==> src/rtl/histo_seq_ctrl_pkg.sv <==
// Shared constants and FSM encoding for the histogram sequencer.
// Frames are serialised into histo, then every bin is read back.
package histo_seq_ctrl_pkg;

  localparam int unsigned SEQ_W          = 16;
  localparam int unsigned N_BINS         = 16;
  localparam int unsigned BIN_W          = 11;
  localparam int unsigned FRAMES_PER_RUN = 5;
  localparam int unsigned RD_LAT         = 2;

  localparam int unsigned ADDR_W      = $clog2(N_BINS);
  localparam int unsigned BIT_CNT_W   = $clog2(SEQ_W);
  localparam int unsigned FRAME_CNT_W = $clog2(FRAMES_PER_RUN + 1);

  typedef enum logic [2:0] {
    StIdle,
    StAccept,
    StPulse,
    StWait,
    StShift,
    StGap,
    StRead,
    StDrain
  } fsm_t;

endpackage

==> src/rtl/histo_seq_ctrl_if.sv <==
// Bundles producer, histo and readout signals of the sequencer.
// master is the controller's view; slave is the surrounding environment.
interface histo_seq_ctrl_if;
  import histo_seq_ctrl_pkg::*;

  logic              start;
  logic              frame_valid;
  logic              frame_ready;
  logic [SEQ_W-1:0]  frame_mask;
  logic [SEQ_W-1:0]  frame_bits;
  logic              h_hist_int;
  logic              h_data_valid;
  logic              h_data_in;
  logic [ADDR_W-1:0] h_addr;
  logic [BIN_W-1:0]  h_hist_data;
  logic              rd_valid;
  logic [ADDR_W-1:0] rd_addr;
  logic [BIN_W-1:0]  rd_count;
  logic              rd_last;
  logic              busy;
  logic              done;

  modport master (
    input  start, frame_valid, frame_mask, frame_bits, h_hist_data,
    output frame_ready, h_hist_int, h_data_valid, h_data_in, h_addr,
    output rd_valid, rd_addr, rd_count, rd_last, busy, done
  );

  modport slave (
    output start, frame_valid, frame_mask, frame_bits, h_hist_data,
    input  frame_ready, h_hist_int, h_data_valid, h_data_in, h_addr,
    input  rd_valid, rd_addr, rd_count, rd_last, busy, done
  );

endinterface

==> src/rtl/histo_seq_ctrl_rd_pipe.sv <==
// Delay line matching histo's read latency: carries issue-valid, address and
// last-beat flag so they line up with the returned bin count.
module histo_seq_ctrl_rd_pipe #(
  parameter int unsigned Depth = 2,
  parameter int unsigned AddrW = 4
) (
  input  logic             clk,
  input  logic             rst,
  input  logic             in_valid,
  input  logic [AddrW-1:0] in_addr,
  input  logic             in_last,
  output logic             out_valid,
  output logic [AddrW-1:0] out_addr,
  output logic             out_last
);

  logic [Depth-1:0] valid_q;
  logic [Depth-1:0] last_q;
  logic [AddrW-1:0] addr_q [Depth];

  always_ff @(posedge clk) begin
    if (rst) begin
      valid_q <= '0;
      last_q  <= '0;
      for (int i = 0; i < Depth; i++) addr_q[i] <= '0;
    end else begin
      valid_q[0] <= in_valid;
      last_q[0]  <= in_valid & in_last;
      // Idle slots carry a zero address so rd_addr reads 0 between beats.
      addr_q[0]  <= in_valid ? in_addr : '0;
      for (int i = 1; i < Depth; i++) begin
        valid_q[i] <= valid_q[i-1];
        last_q[i]  <= last_q[i-1];
        addr_q[i]  <= addr_q[i-1];
      end
    end
  end

  assign out_valid = valid_q[Depth-1];
  assign out_last  = last_q[Depth-1];
  assign out_addr  = addr_q[Depth-1];

endmodule

==> src/rtl/histo_seq_ctrl.sv <==
// Feeds FRAMES_PER_RUN frames LSB-first into histo, then sweeps all bins and
// streams (addr, count) beats downstream, ending with a one-cycle done pulse.
module histo_seq_ctrl
  import histo_seq_ctrl_pkg::*;
(
  input logic             clk,
  input logic             rst,
  histo_seq_ctrl_if.master bus
);

  fsm_t                   state_q, state_d;
  logic [SEQ_W-1:0]       mask_q, mask_d;
  logic [SEQ_W-1:0]       bits_q, bits_d;
  logic [BIT_CNT_W-1:0]   bit_cnt_q, bit_cnt_d;
  logic [FRAME_CNT_W-1:0] frame_cnt_q, frame_cnt_d;
  logic [ADDR_W-1:0]      addr_q, addr_d;
  logic                   done_q;
  logic                   issue, issue_last;
  logic                   pipe_valid, pipe_last;
  logic [ADDR_W-1:0]      pipe_addr;

  always_ff @(posedge clk) begin
    if (rst) begin
      state_q     <= StIdle;
      mask_q      <= '0;
      bits_q      <= '0;
      bit_cnt_q   <= '0;
      frame_cnt_q <= '0;
      addr_q      <= '0;
      done_q      <= 1'b0;
    end else begin
      state_q     <= state_d;
      mask_q      <= mask_d;
      bits_q      <= bits_d;
      bit_cnt_q   <= bit_cnt_d;
      frame_cnt_q <= frame_cnt_d;
      addr_q      <= addr_d;
      done_q      <= pipe_valid & pipe_last;
    end
  end

  always_comb begin
    state_d          = state_q;
    mask_d           = mask_q;
    bits_d           = bits_q;
    bit_cnt_d        = bit_cnt_q;
    frame_cnt_d      = frame_cnt_q;
    addr_d           = addr_q;
    issue            = 1'b0;
    issue_last       = 1'b0;
    bus.frame_ready  = 1'b0;
    bus.h_hist_int   = 1'b0;
    bus.h_data_valid = 1'b0;
    bus.h_data_in    = 1'b0;
    bus.h_addr       = '0;
    unique case (state_q)
      StIdle: begin
        if (bus.start) begin
          state_d     = StAccept;
          frame_cnt_d = '0;
          addr_d      = '0;
        end
      end
      StAccept: begin
        bus.frame_ready = 1'b1;
        if (bus.frame_valid) begin
          mask_d  = bus.frame_mask;
          bits_d  = bus.frame_bits;
          state_d = StPulse;
        end
      end
      StPulse: begin
        bus.h_hist_int = 1'b1;
        state_d        = StWait;
      end
      StWait: begin
        bit_cnt_d = '0;
        state_d   = StShift;
      end
      StShift: begin
        bus.h_data_valid = mask_q[bit_cnt_q];
        bus.h_data_in    = bits_q[bit_cnt_q];
        bit_cnt_d        = bit_cnt_q + 1'b1;
        if (bit_cnt_q == BIT_CNT_W'(SEQ_W - 1)) state_d = StGap;
      end
      StGap: begin
        frame_cnt_d = frame_cnt_q + 1'b1;
        if (frame_cnt_q == FRAME_CNT_W'(FRAMES_PER_RUN - 1)) begin
          addr_d  = '0;
          state_d = StRead;
        end else begin
          state_d = StAccept;
        end
      end
      StRead: begin
        bus.h_addr = addr_q;
        issue      = 1'b1;
        issue_last = (addr_q == ADDR_W'(N_BINS - 1));
        if (issue_last) state_d = StDrain;
        else            addr_d  = addr_q + 1'b1;
      end
      StDrain: begin
        bus.h_addr = addr_q;
        if (done_q) state_d = StIdle;
      end
      default: state_d = StIdle;
    endcase
  end

  histo_seq_ctrl_rd_pipe #(
    .Depth (RD_LAT),
    .AddrW (ADDR_W)
  ) u_rd_pipe (
    .clk       (clk),
    .rst       (rst),
    .in_valid  (issue),
    .in_addr   (addr_q),
    .in_last   (issue_last),
    .out_valid (pipe_valid),
    .out_addr  (pipe_addr),
    .out_last  (pipe_last)
  );

  assign bus.rd_valid = pipe_valid;
  assign bus.rd_addr  = pipe_addr;
  assign bus.rd_last  = pipe_last;
  assign bus.rd_count = pipe_valid ? bus.h_hist_data : '0;
  assign bus.busy     = (state_q != StIdle);
  assign bus.done     = done_q;

endmodule

==> src/flat_wrapper.sv <==
// flat-port wrapper written by rule: the top's interface ports become plain ports
module histo_seq_ctrl_flat import histo_seq_ctrl_pkg::*;
  (clk, rst, bus_start, bus_frame_valid, bus_frame_mask, bus_frame_bits, bus_h_hist_data, bus_frame_ready, bus_h_hist_int, bus_h_data_valid, bus_h_data_in, bus_h_addr, bus_rd_valid, bus_rd_addr, bus_rd_count, bus_rd_last, bus_busy, bus_done);
  histo_seq_ctrl_if bus_i ();
  input logic clk;
  input logic rst;
  input wire logic [$bits(bus_i.start)-1:0] bus_start;
  input wire logic [$bits(bus_i.frame_valid)-1:0] bus_frame_valid;
  input wire logic [$bits(bus_i.frame_mask)-1:0] bus_frame_mask;
  input wire logic [$bits(bus_i.frame_bits)-1:0] bus_frame_bits;
  input wire logic [$bits(bus_i.h_hist_data)-1:0] bus_h_hist_data;
  output wire logic [$bits(bus_i.frame_ready)-1:0] bus_frame_ready;
  output wire logic [$bits(bus_i.h_hist_int)-1:0] bus_h_hist_int;
  output wire logic [$bits(bus_i.h_data_valid)-1:0] bus_h_data_valid;
  output wire logic [$bits(bus_i.h_data_in)-1:0] bus_h_data_in;
  output wire logic [$bits(bus_i.h_addr)-1:0] bus_h_addr;
  output wire logic [$bits(bus_i.rd_valid)-1:0] bus_rd_valid;
  output wire logic [$bits(bus_i.rd_addr)-1:0] bus_rd_addr;
  output wire logic [$bits(bus_i.rd_count)-1:0] bus_rd_count;
  output wire logic [$bits(bus_i.rd_last)-1:0] bus_rd_last;
  output wire logic [$bits(bus_i.busy)-1:0] bus_busy;
  output wire logic [$bits(bus_i.done)-1:0] bus_done;
  assign bus_i.start = bus_start;
  assign bus_i.frame_valid = bus_frame_valid;
  assign bus_i.frame_mask = bus_frame_mask;
  assign bus_i.frame_bits = bus_frame_bits;
  assign bus_i.h_hist_data = bus_h_hist_data;
  assign bus_frame_ready = bus_i.frame_ready;
  assign bus_h_hist_int = bus_i.h_hist_int;
  assign bus_h_data_valid = bus_i.h_data_valid;
  assign bus_h_data_in = bus_i.h_data_in;
  assign bus_h_addr = bus_i.h_addr;
  assign bus_rd_valid = bus_i.rd_valid;
  assign bus_rd_addr = bus_i.rd_addr;
  assign bus_rd_count = bus_i.rd_count;
  assign bus_rd_last = bus_i.rd_last;
  assign bus_busy = bus_i.busy;
  assign bus_done = bus_i.done;
  histo_seq_ctrl u_core (.clk(clk), .rst(rst), .bus(bus_i));
endmodule
==> config.mk <==
export PLATFORM = sky130hd
export DESIGN_NAME = histo_seq_ctrl_flat
export DESIGN_NICKNAME = d
export VERILOG_FILES = /design/src/rtl/histo_seq_ctrl_pkg.sv /design/src/rtl/histo_seq_ctrl_if.sv /design/src/rtl/histo_seq_ctrl_rd_pipe.sv /design/src/rtl/histo_seq_ctrl.sv /design/src/flat_wrapper.sv
export SDC_FILE = /design/constraint.sdc
export NUM_CORES = 1
export LEC_CHECK = 0
export BUFFER_PORTS_ARGS = -buffer_cell sky130_fd_sc_hd__clkbuf_2
export CAP_MARGIN = 20
export CELL_PAD_IN_SITES_DETAIL_PLACEMENT = 2
export CELL_PAD_IN_SITES_GLOBAL_PLACEMENT = 2
export CORE_MARGIN = 4
export CORE_UTILIZATION = 30
export CTS_BUF_LIST = sky130_fd_sc_hd__clkbuf_8
export CTS_CLUSTER_DIAMETER = 100
export DETAILED_ROUTE_END_ITERATION = 8
export GPL_ROUTABILITY_DRIVEN = 0
export GPL_TIMING_DRIVEN = 0
export PLACE_DENSITY = 0.87
export SLEW_MARGIN = 20
export SYNTH_ARGS = -nofsm -noshare
export SYNTH_HDL_FRONTEND = slang
export SYNTH_SLANG_ARGS = --single-unit
export TNS_END_PERCENT = 10
==> constraint.sdc <==
create_clock -name clk -period 1.7 [get_ports clk]
set_input_delay 0.255 -clock clk [delete_from_list [all_inputs] [get_ports clk]]
set_output_delay 0.255 -clock clk [all_outputs]
set_load 0.02 [all_outputs]
==> results of run 1 <==
metal layers:
metal	routed length [um]	track usage, %	up-vias	part of all wire, %
met3	464	4.359	18	5.0
met1	3757	19.98	1300	41
met2	4805	32.07	76	52
met5	0	0	-	0
met4	200	6.673	0	2.2
li1	-	-	1278	-
where the power goes:
group	switching (mW)	internal, mW	total, mW
clock network	0.567	0.736	1.30
registers	0.105	1.51	1.62
logic	0.615	0.394	1.01
final cells by class:
type / count / area [um2] / share of cell area, %
inverter: 4 / 15.01 / 0.4219
timing repair buffer: 78 / 421.7 / 11.85
multi-input combinational: 227 / 1418 / 39.84
clock buffer: 11 / 151.4 / 4.255
clock inverter: 4 / 42.54 / 1.196
tap: 108 / 135.1 / 3.797
buffer: 28 / 185.2 / 5.204
sequential: 59 / 1190 / 33.44
logic make-up after synthesis:
| family | synth area share, % |
|---|---|
| adder cells (fa/ha/maj) | 1.836 |
| buffers and inverters | 6.149 |
| flip-flops | 43.32 |
| AO/OA/AOI/OAI | 15.10 |
| AND/OR/NAND/NOR | 24.64 |
| multiplexers | 8.949 |
sequential cells by signal (all words and copies together), names as in the netlist:
register / cells
u_core.bus.done: 1
u_core.frame_cnt_q: 3
u_core.u_rd_pipe.addr_q: 8
u_core.bit_cnt_q: 4
u_core.bits_q: 16
u_core.state_q: 3
u_core.addr_q: 4
u_core.mask_q: 16
u_core.u_rd_pipe.last_q: 2
u_core.u_rd_pipe.valid_q: 2
metrics by stage:
stage / cell area, um2 / power [mW]
4_1_cts: 3508 / 3.916
3_3_place_gp: 3233 / 2.499
6_report: 3558 / 3.930
5_1_grt: 3558 / 4.126
3_5_place_dp: 3233 / 2.553
2_1_floorplan: 2733 / 2.227
critical path, delay by kind of cell (launching register included):
kind,cells,cell delay (ns)
AOI/OAI and AO/OA,1,0.11
buffers and inverters,2,0.31
DFF,1,0.34
muxes,2,0.83
Yosys cell counts (5+ instances only):
cell / count
a21oi_1: 47
and2_1: 17
and3_1: 8
buf_2: 5
buf_4: 8
clkbuf_1: 14
dfxtp_1: 59
mux2i_1: 6
nand2_1: 73
nand3_1: 7
nor2b_1: 10
nor3_1: 7
worst max-delay path by stage:
stage	endpoint	slack, ns	depth (start not counted)
detailed placement	bus_h_data_valid	-0.32	6
global route	bus_h_data_valid	-0.51	5
floorplan	bus_h_data_in	0.007	5
finish	bus_h_data_valid	-0.49	5
CTS	bus_h_data_in	-0.46	6
global placement	bus_h_data_valid	-0.34	6
timing repair:
| item | CTS | global route |
|---|---|---|
| pin swaps | 2 | 1 |
| endpoints found under the setup margin | 10 | 36 |
| buffers inserted | 4 | 1 |
| resized for setup | 28 | 20 |
==> metrics.csv, run 1 <==
metric,value,unit
status,"complete, but fails checks",
violated checks,negative setup slack,
count of input and output buffers,73,
max incr delay on CP,0.61,ns
Area Growth Syn to Fin,30.52,%
Worst Hold Endpoint,u_core.bits_q[1]$_SDFFE_PP0P_,
Syn Area/Cell,8.547,um2
first-pass GRT wire length,14260,um
syn nets,370,
Fill cells,998,
wire length per cell,17.78,um
Worst Setup Path Type,register to output pin,
Synth area leader,dfxtp_1,
Global Route Usage Sum,17.70,%
Leak,1.516,nW
dpl cells,500,
root buffer cell,clkbuf_8,
initial antenna violation count,0,
die width,103.3,um
crit-path max FO,6,
largest net degree at the start of global routing,11,
CP Launch Point,u_core.bit_cnt_q[0]$_SDFFE_PP0P_,
worst vdd ir,0.4256,mV
CTS Hold Buffers Added,0,
RR Endpoint,u_core.addr_q[3]$_SDFFE_PP0P_,
post-synth cell types,47,
Hold Crit Start,bus_frame_bits[1],
crit path launch type,register,
Nets,458,
WL final,9227,um
R2R Setup Slk,0.09,ns
post-DP HPWL,6511,um
"Reg clk slew, reported paths",0.07,ns
PD cells,1104,nW/um2
Std-Cell Rows,34,
crit-path cells,buf_6 > mux4_1 > mux2i_2 > o22ai_2 > clkbuf_8,
Via Count,2672,
core area,8763,um2
area fraction of the dominant cell type after synthesis,43.32,%
CTS tree,done,
drt first pass iters,4,
Antenna Nets Post-Route,0,
Worst Path Required,1.44,ns
"top cells by area, synth","dfxtp_1 43%, nand2_1 10%, a21oi_1 8.6%",
number of diodes,0,
Worst path slowest cell,mux4_1,
"most common cell after layout, fill and taps aside",clkbuf_2,
dpl ws,-0.3201,ns
RSZ-0062 raised after global routing,true,
Post-Layout Cell Count,519,
"commonest non-fill, non-tap cells in the layout","77 x clkbuf_2, 72 x nand2_1, 54 x dfxtp_1",
Setup Skew,0.009446,ns
HP Class,input port to register,
fin crit share,128.6,%
clk sinks,59,
clock latency on the worst-skew pair,0.35,ns
Post-Syn Area,2726,um2
min cycle time layout,2.186,ns
Most used DFF post-synth,dfxtp_1,
Max Buffers Root-to-Sink,2,
register bit count reported by yosys,59,
# DRC,0,
setup TNS,-0.9151,ns
H-tree level count,3,
Max Cap Viol,0,
achievable frequency,457.4,MHz
I/O pin count,74,
Finished Core Util,40.61,%
worst slew pin tran,0.6454,ns
Syn Inst Count,319,
grt ovf,0,
Vias/cell,5.148,
number of global-route vias before repair,2807,
starting density of the core,31.11,%
r2r worst-path depth,6,
share of cells above drive strength 1,32.85,%
PnR worst setup slack,-0.4862,ns
sequential fraction of the synthesis area,43.32,%
die footprint,10680,um2
final setup fails,2,
Synth warnings,0,
hold path cells,3,
critical path endpoint category,output pin,
Rel. slew slack,56.97,%
Final Hold Slack,0.1219,ns
DRT iter0 DRCs,89,
Final Max Slew Viols,0,
worst r2r src,u_core.frame_cnt_q[0]$_SDFFE_PP0P_,
CP arrival,1.93,ns
fraction of registers with async set/reset,0,%
Die Y,103.3,um
Final Hold Fails,0,
number of synthesized flops with an enable pin,0,
cts bufs inserted,9,
(Power assumes the default switching activity.)
==> run 2, diff against run 1 <==
--- a/config.mk
+++ b/config.mk
@@ -7,7 +7,7 @@
 export LEC_CHECK = 0
 export BUFFER_PORTS_ARGS = -buffer_cell sky130_fd_sc_hd__clkbuf_2
 export CAP_MARGIN = 20
-export CELL_PAD_IN_SITES_DETAIL_PLACEMENT = 2
+export CELL_PAD_IN_SITES_DETAIL_PLACEMENT = 1
 export CELL_PAD_IN_SITES_GLOBAL_PLACEMENT = 2
 export CORE_MARGIN = 4
 export CORE_UTILIZATION = 30
@@ -16,9 +16,8 @@
 export DETAILED_ROUTE_END_ITERATION = 8
 export GPL_ROUTABILITY_DRIVEN = 0
 export GPL_TIMING_DRIVEN = 0
-export PLACE_DENSITY = 0.87
+export PLACE_DENSITY = 0.9
 export SLEW_MARGIN = 20
 export SYNTH_ARGS = -nofsm -noshare
 export SYNTH_HDL_FRONTEND = slang
 export SYNTH_SLANG_ARGS = --single-unit
-export TNS_END_PERCENT = 10
==> metrics.csv, run 2 (same netlist as run 1, synthesis figures left out) <==
metric,value,unit,change
status,"complete, but fails checks",,
violated checks,negative setup slack,,
count of input and output buffers,73,,unchanged
"commonest non-fill, non-tap cells in the layout","73 x nand2_1, 71 x clkbuf_2, 56 x dfxtp_1",,
initial antenna violation count,0,,unchanged
dpl ws,-0.3291,ns,-0.008987 ns
Finished Cell Area,3545,um2,-0.39%
I/O pin count,74,,unchanged
PnR worst setup slack,-0.4320,ns,+0.05421 ns
starting density of the core,31.11,%,unchanged
share of cells above drive strength 1,30.58,%,-2.3 points
wire length per cell,14.37,um,-19%
"Reg clk slew, reported paths",0.06,ns,about the same
biggest regs,"u_core.bits_q: 16 flops, u_core.mask_q: 16 flops, u_core.u_rd_pipe.addr_q: 8 flops",,
Global Route Usage Sum,14.67,%,-3.0 points
"most common cell after layout, fill and taps aside",nand2_1,,
crit-path max FO,6,,unchanged
Hold Crit Start,bus_frame_bits[9],,
worst r2r src,u_core.frame_cnt_q[0]$_SDFFE_PP0P_,,
Final Total Pwr,3.897,mW,-0.85%
critical path endpoint category,output pin,,
Max Buffers Root-to-Sink,2,,unchanged
Nets,458,,unchanged
hold path cells,3,,unchanged
Final Max Slew Viols,0,,unchanged
Die Y,103.3,um,unchanged
PD cells,1099,nW/um2,-0.46%
Worst path top cell family by delay,multiplexers,,
number of diodes,0,,unchanged
core area,8763,um2,unchanged
worst vdd ir,0.4156,mV,-2.4%
clk sinks,59,,unchanged
fin crit share,125.4,%,-3.2 points
HP Class,input port to register,,
die width,103.3,um,unchanged
DP Area,3233,um2,unchanged
r2r worst-path depth,6,,unchanged
Max Cap Viol,0,,unchanged
RSZ-0062 raised after global routing,true,,
Worst path slowest cell,mux4_2,,
CTS tree,done,,
R2R Setup Slk,0.15,ns,+0.06 ns
Vias/cell,4.890,,-5.0%
WL final,7470,um,-19%
root buffer cell,clkbuf_8,,
H-tree level count,3,,unchanged
crit path launch type,register,,
largest net degree at the start of global routing,11,,unchanged
Worst Hold Endpoint,u_core.bits_q[9]$_SDFFE_PP0P_,,
Final Hold Slack,0.1390,ns,+0.01710 ns
Worst Path Required,1.44,ns,about the same
Final Hold Fails,0,,unchanged
post-DP HPWL,5501,um,-16%
Via Count,2543,,-4.8%
CP arrival,1.88,ns,-0.05 ns
Antenna Nets Post-Route,0,,unchanged
Std-Cell Rows,34,,unchanged
CTS Hold Buffers Added,0,,unchanged
max incr delay on CP,0.50,ns,-0.11 ns
Worst Setup Path Type,register to output pin,,
number of global-route vias before repair,2538,,-9.6%
drt first pass iters,4,,unchanged
Setup Skew,0.01236,ns,+0.002912 ns
final setup fails,2,,unchanged
first-pass GRT wire length,12120,um,-15%
RR Endpoint,u_core.addr_q[3]$_SDFFE_PP0P_,,
die footprint,10680,um2,unchanged
DRT iter0 DRCs,54,,-39%
crit path buf inv count,2,,unchanged
clock latency on the worst-skew pair,0.34,ns,about the same
cts bufs inserted,9,,unchanged
worst slew pin tran,0.5676,ns,-0.07782 ns
grt ovf,0,,unchanged
Leak,1.497,nW,-1.3%
Area Growth Syn to Fin,30.01,%,
# DRC,0,,unchanged
setup TNS,-0.8562,ns,+0.05893 ns
achievable frequency,469.0,MHz,+2.5%
Rel. slew slack,62.16,%,+5.2 points
crit-path cells,buf_6 > mux4_2 > mux2_4 > nand2_1 > o21ai_1 > buf_4,,
min cycle time layout,2.132,ns,-0.05421 ns
run 2: metrics by stage:
stage	instances	utilization, %
finish	520	40.45
global route	520	40.45
CTS	519	40.25
detailed placement	500	36.89
global placement	500	36.89
floorplan	319	-
run 2: cell type report:
class	count	area [um2]
Multi-Input combinational cell	227	1396
Clock inverter	4	48.80
Tap cell	108	135.1
Inverter	4	15.01
Clock buffer	12	165.2
Fill cell	1076	5219
Sequential cell	59	1185
Buffer	29	190.2
Timing Repair Buffer	77	409.1
run 2: per-layer routing:
metal	wire length, um	up-vias	track usage, %	part of all wire [%]
li1	-	1272	-	-
met1	3215	1191	17.50	43
met2	3678	70	25.51	49
met3	464	10	4.225	6.2
met4	112	0	4.482	1.5
met5	0	-	0	0
run 2: worst max path at each step:
stage	startpoint	to	slack (ns)	cells past startpoint
after floorplan	u_core.bit_cnt_q[0]$_SDFFE_PP0P_	bus_h_data_in	0.007	5
after global placement	u_core.bit_cnt_q[0]$_SDFFE_PP0P_	bus_h_data_valid	-0.32	6
after detailed placement	u_core.bit_cnt_q[0]$_SDFFE_PP0P_	bus_h_data_valid	-0.33	6
after CTS	u_core.bit_cnt_q[0]$_SDFFE_PP0P_	bus_h_data_in	-0.48	6
after global routing	u_core.bit_cnt_q[0]$_SDFFE_PP0P_	bus_h_data_in	-0.50	6
final	u_core.bit_cnt_q[0]$_SDFFE_PP0P_	bus_h_data_in	-0.43	6
run 2: what timing repair did:
action | CTS | global route
setup endpoints to repair | 8 | 17
pin swaps | 2 | 0
gates resized for setup | 25 | 7
buffers inserted | 3 | 1
run 2: worst register-to-register path, cell delays in order, from the launching register on:
cell,delay [ns]
dfxtp_1,0.35
inv_1,0.08
ha_1,0.21
and4_1,0.20
a21oi_1,0.05
o211a_1,0.26
a211o_1,0.30
run 2: power by group:
group          switching, mW  total (mW)  leakage, nW  internal, mW
sequential            0.0803        1.59        0.479          1.51
combinational          0.570       0.966        0.912         0.397
clock                  0.549        1.34        0.106         0.791
total                   1.20        3.90         1.50          2.70
==> run 3, diff against run 2 <==
--- a/config.mk
+++ b/config.mk
@@ -11,12 +11,12 @@
 export CELL_PAD_IN_SITES_GLOBAL_PLACEMENT = 2
 export CORE_MARGIN = 4
 export CORE_UTILIZATION = 30
-export CTS_BUF_LIST = sky130_fd_sc_hd__clkbuf_8
 export CTS_CLUSTER_DIAMETER = 100
 export DETAILED_ROUTE_END_ITERATION = 8
 export GPL_ROUTABILITY_DRIVEN = 0
 export GPL_TIMING_DRIVEN = 0
 export PLACE_DENSITY = 0.9
+export SETUP_SLACK_MARGIN = 0.05
 export SLEW_MARGIN = 20
 export SYNTH_ARGS = -nofsm -noshare
 export SYNTH_HDL_FRONTEND = slang
==> metrics.csv, run 3 (same netlist as run 1, synthesis figures left out) <==
metric,value,unit,change
status,"complete, but fails checks",,
violated checks,negative setup slack,,
post-DP HPWL,5692,um,+3.5%
clock latency on the worst-skew pair,0.34,ns,about the same
grt ovf,0,,unchanged
# DRC,0,,unchanged
RSZ-0062 raised after global routing,true,,
"most common cell after layout, fill and taps aside",nand2_1,,
crit path launch type,register,,
die width,103.3,um,unchanged
sw power,1.217,mW,+1.5%
CTS Hold Buffers Added,0,,unchanged
root buffer cell,clkbuf_8,,
starting density of the core,31.11,%,unchanged
crit path buf inv count,2,,unchanged
number of global-route vias before repair,2548,,+0.39%
Global Route Usage Sum,14.71,%,+0.042 points
count of input and output buffers,73,,unchanged
Net Sw Frac,31.80,%,+1.0 points
met2 WL,3714,um,+0.98%
max incr delay on CP,0.59,ns,+0.09 ns
setup TNS,-0.9053,ns,-0.04913 ns
WL final,7668,um,+2.7%
cts bufs inserted,9,,unchanged
DP Area,3251,um2,+0.54%
min cycle time layout,2.156,ns,+0.02403 ns
Vias/cell,4.894,,about the same
Final Total Pwr,3.828,mW,-1.8%
worst vdd ir,0.3914,mV,-5.8%
r2r worst-path depth,6,,unchanged
achievable frequency,463.8,MHz,-1.1%
Worst path slowest cell,mux4_1,,
PD cells,1062,nW/um2,-3.4%
Area Growth Syn to Fin,32.26,%,
Max Buffers Root-to-Sink,2,,unchanged
fin crit share,126.8,%,+1.4 points
Worst Path Required,1.44,ns,about the same
initial antenna violation count,0,,unchanged
Finished Cell Area,3606,um2,+1.7%
PnR worst setup slack,-0.4560,ns,-0.02403 ns
core area,8763,um2,unchanged
Worst path top cell family by delay,multiplexers,,
Seq pwr share,41.6,%,+0.8 points
Clock power frac,30.7,%,-3.7 points
first-pass GRT wire length,12130,um,+0.12%
Via Count,2550,,+0.28%
Finished Core Util,41.15,%,+0.70 points
Worst Hold Endpoint,u_core.bits_q[1]$_SDFFE_PP0P_,,
Final Max Slew Viols,0,,unchanged
share of cells above drive strength 1,32.93,%,+2.3 points
worst r2r src,u_core.frame_cnt_q[0]$_SDFFE_PP0P_,,
Die Y,103.3,um,unchanged
CP arrival,1.90,ns,+0.02 ns
biggest regs,"u_core.bits_q: 16 flops, u_core.mask_q: 16 flops, u_core.u_rd_pipe.addr_q: 8 flops",,
hold path cells,3,,unchanged
P_int,2.611,mW,-3.2%
RR Endpoint,u_core.addr_q[3]$_SDFFE_PP0P_,,
worst slew pin tran,0.5590,ns,-0.008630 ns
R2R Setup Slk,0.13,ns,-0.02 ns
H-tree level count,3,,unchanged
Hold Crit Start,bus_frame_bits[1],,
Worst Setup Path Type,register to output pin,,
number of diodes,0,,unchanged
Std-Cell Rows,34,,unchanged
dpl cells,500,,unchanged
Rel. slew slack,62.74,%,+0.58 points
Final Hold Fails,0,,unchanged
"Reg clk slew, reported paths",0.07,ns,about the same
largest net degree at the start of global routing,11,,unchanged
Max Used Layer,met4,,
HP Class,input port to register,,
clk sinks,59,,unchanged
drt first pass iters,4,,unchanged
wire length per cell,14.72,um,+2.5%
crit-path max FO,6,,unchanged
Antenna Nets Post-Route,0,,unchanged
DRT iter0 DRCs,85,,+57%
Setup Skew,0.003853,ns,-0.008504 ns
critical path endpoint category,output pin,,
die footprint,10680,um2,unchanged
combinational share of power,27.7,%,+2.9 points
"commonest non-fill, non-tap cells in the layout","72 x nand2_1, 71 x clkbuf_2, 55 x dfxtp_1",,
Post-Layout Cell Count,521,,+0.19%
Nets,460,,+0.44%
crit-path cells,buf_6 > mux4_1 > mux2i_2 > o22ai_2 > clkbuf_8,,
Routed met1 length,3352,um,+4.3%
met3 routed WL,491,um,+5.8%
Max Cap Viol,0,,unchanged
final setup fails,2,,unchanged
Leak,1.541,nW,+2.9%
CTS tree,done,,
I/O pin count,74,,unchanged
[run 3: layer usage]
layer / vias to the layer above / GRT usage [%]
met5: - / 0
met4: 0 / 5.677
met3: 10 / 4.158
met2: 77 / 25.46
met1: 1185 / 17.21
li1: 1278 / -
[run 3: metrics by stage]
| step | setup WS [ns] | hold slack [ns] |
|---|---|---|
| floorplan | 0.05401 | 0.3910 |
| finish | -0.4560 | 0.1304 |
| detailed placement | -0.2572 | 0.4268 |
| global route | -0.5263 | 0.1319 |
| CTS | -0.4763 | 0.1227 |
| global placement | -0.2546 | 0.4183 |
[run 3: cell type report]
class                           count  area [um2]
Tap cell                          108       135.1
Fill cell                        1079        5157
Clock inverter                      2       10.01
Buffer                             28       205.2
Multi-Input combinational cell    227        1438
Clock buffer                       13       168.9
Timing Repair Buffer               80       447.9
Sequential cell                    59        1186
Inverter                            4       15.01
[run 3: how the worst max path moves through the flow]
stage,from,to,slack (ns),cells after the start
finish,u_core.bit_cnt_q[0]$_SDFFE_PP0P_,bus_h_data_valid,-0.46,5
global route,u_core.bit_cnt_q[0]$_SDFFE_PP0P_,bus_h_data_valid,-0.53,6
CTS,u_core.bit_cnt_q[0]$_SDFFE_PP0P_,bus_h_data_valid,-0.48,6
detailed placement,u_core.bit_cnt_q[1]$_SDFFE_PP0P_,bus_h_data_valid,-0.26,5
global placement,u_core.bit_cnt_q[1]$_SDFFE_PP0P_,bus_h_data_valid,-0.25,5
floorplan,u_core.state_q[2]$_SDFFE_PP0P_,bus_h_data_valid,0.05,5
[run 3: power groups by stage]
stage	Clock, mW	Combinational, mW	Sequential [mW]
after CTS	1.20	0.984	1.59
after global placement	0	0.896	1.61
after floorplan	0	0.647	1.58
after detailed placement	0	0.917	1.61
final	1.18	1.06	1.59
after global routing	1.26	1.17	1.61
[run 3: worst register-to-register path, stage by stage, from the launching register on]
cell	delay [ns]
dfxtp_1	0.34
inv_1	0.07
ha_1	0.22
and4_1	0.21
a21oi_1	0.05
o211a_1	0.26
a211o_1	0.31
[run 3: repair_timing]
action	in CTS	in global routing
setup endpoints to repair	9	19
setup buffers	4	3
pin swaps	3	3
cloned	0	0
resized for setup	29	26
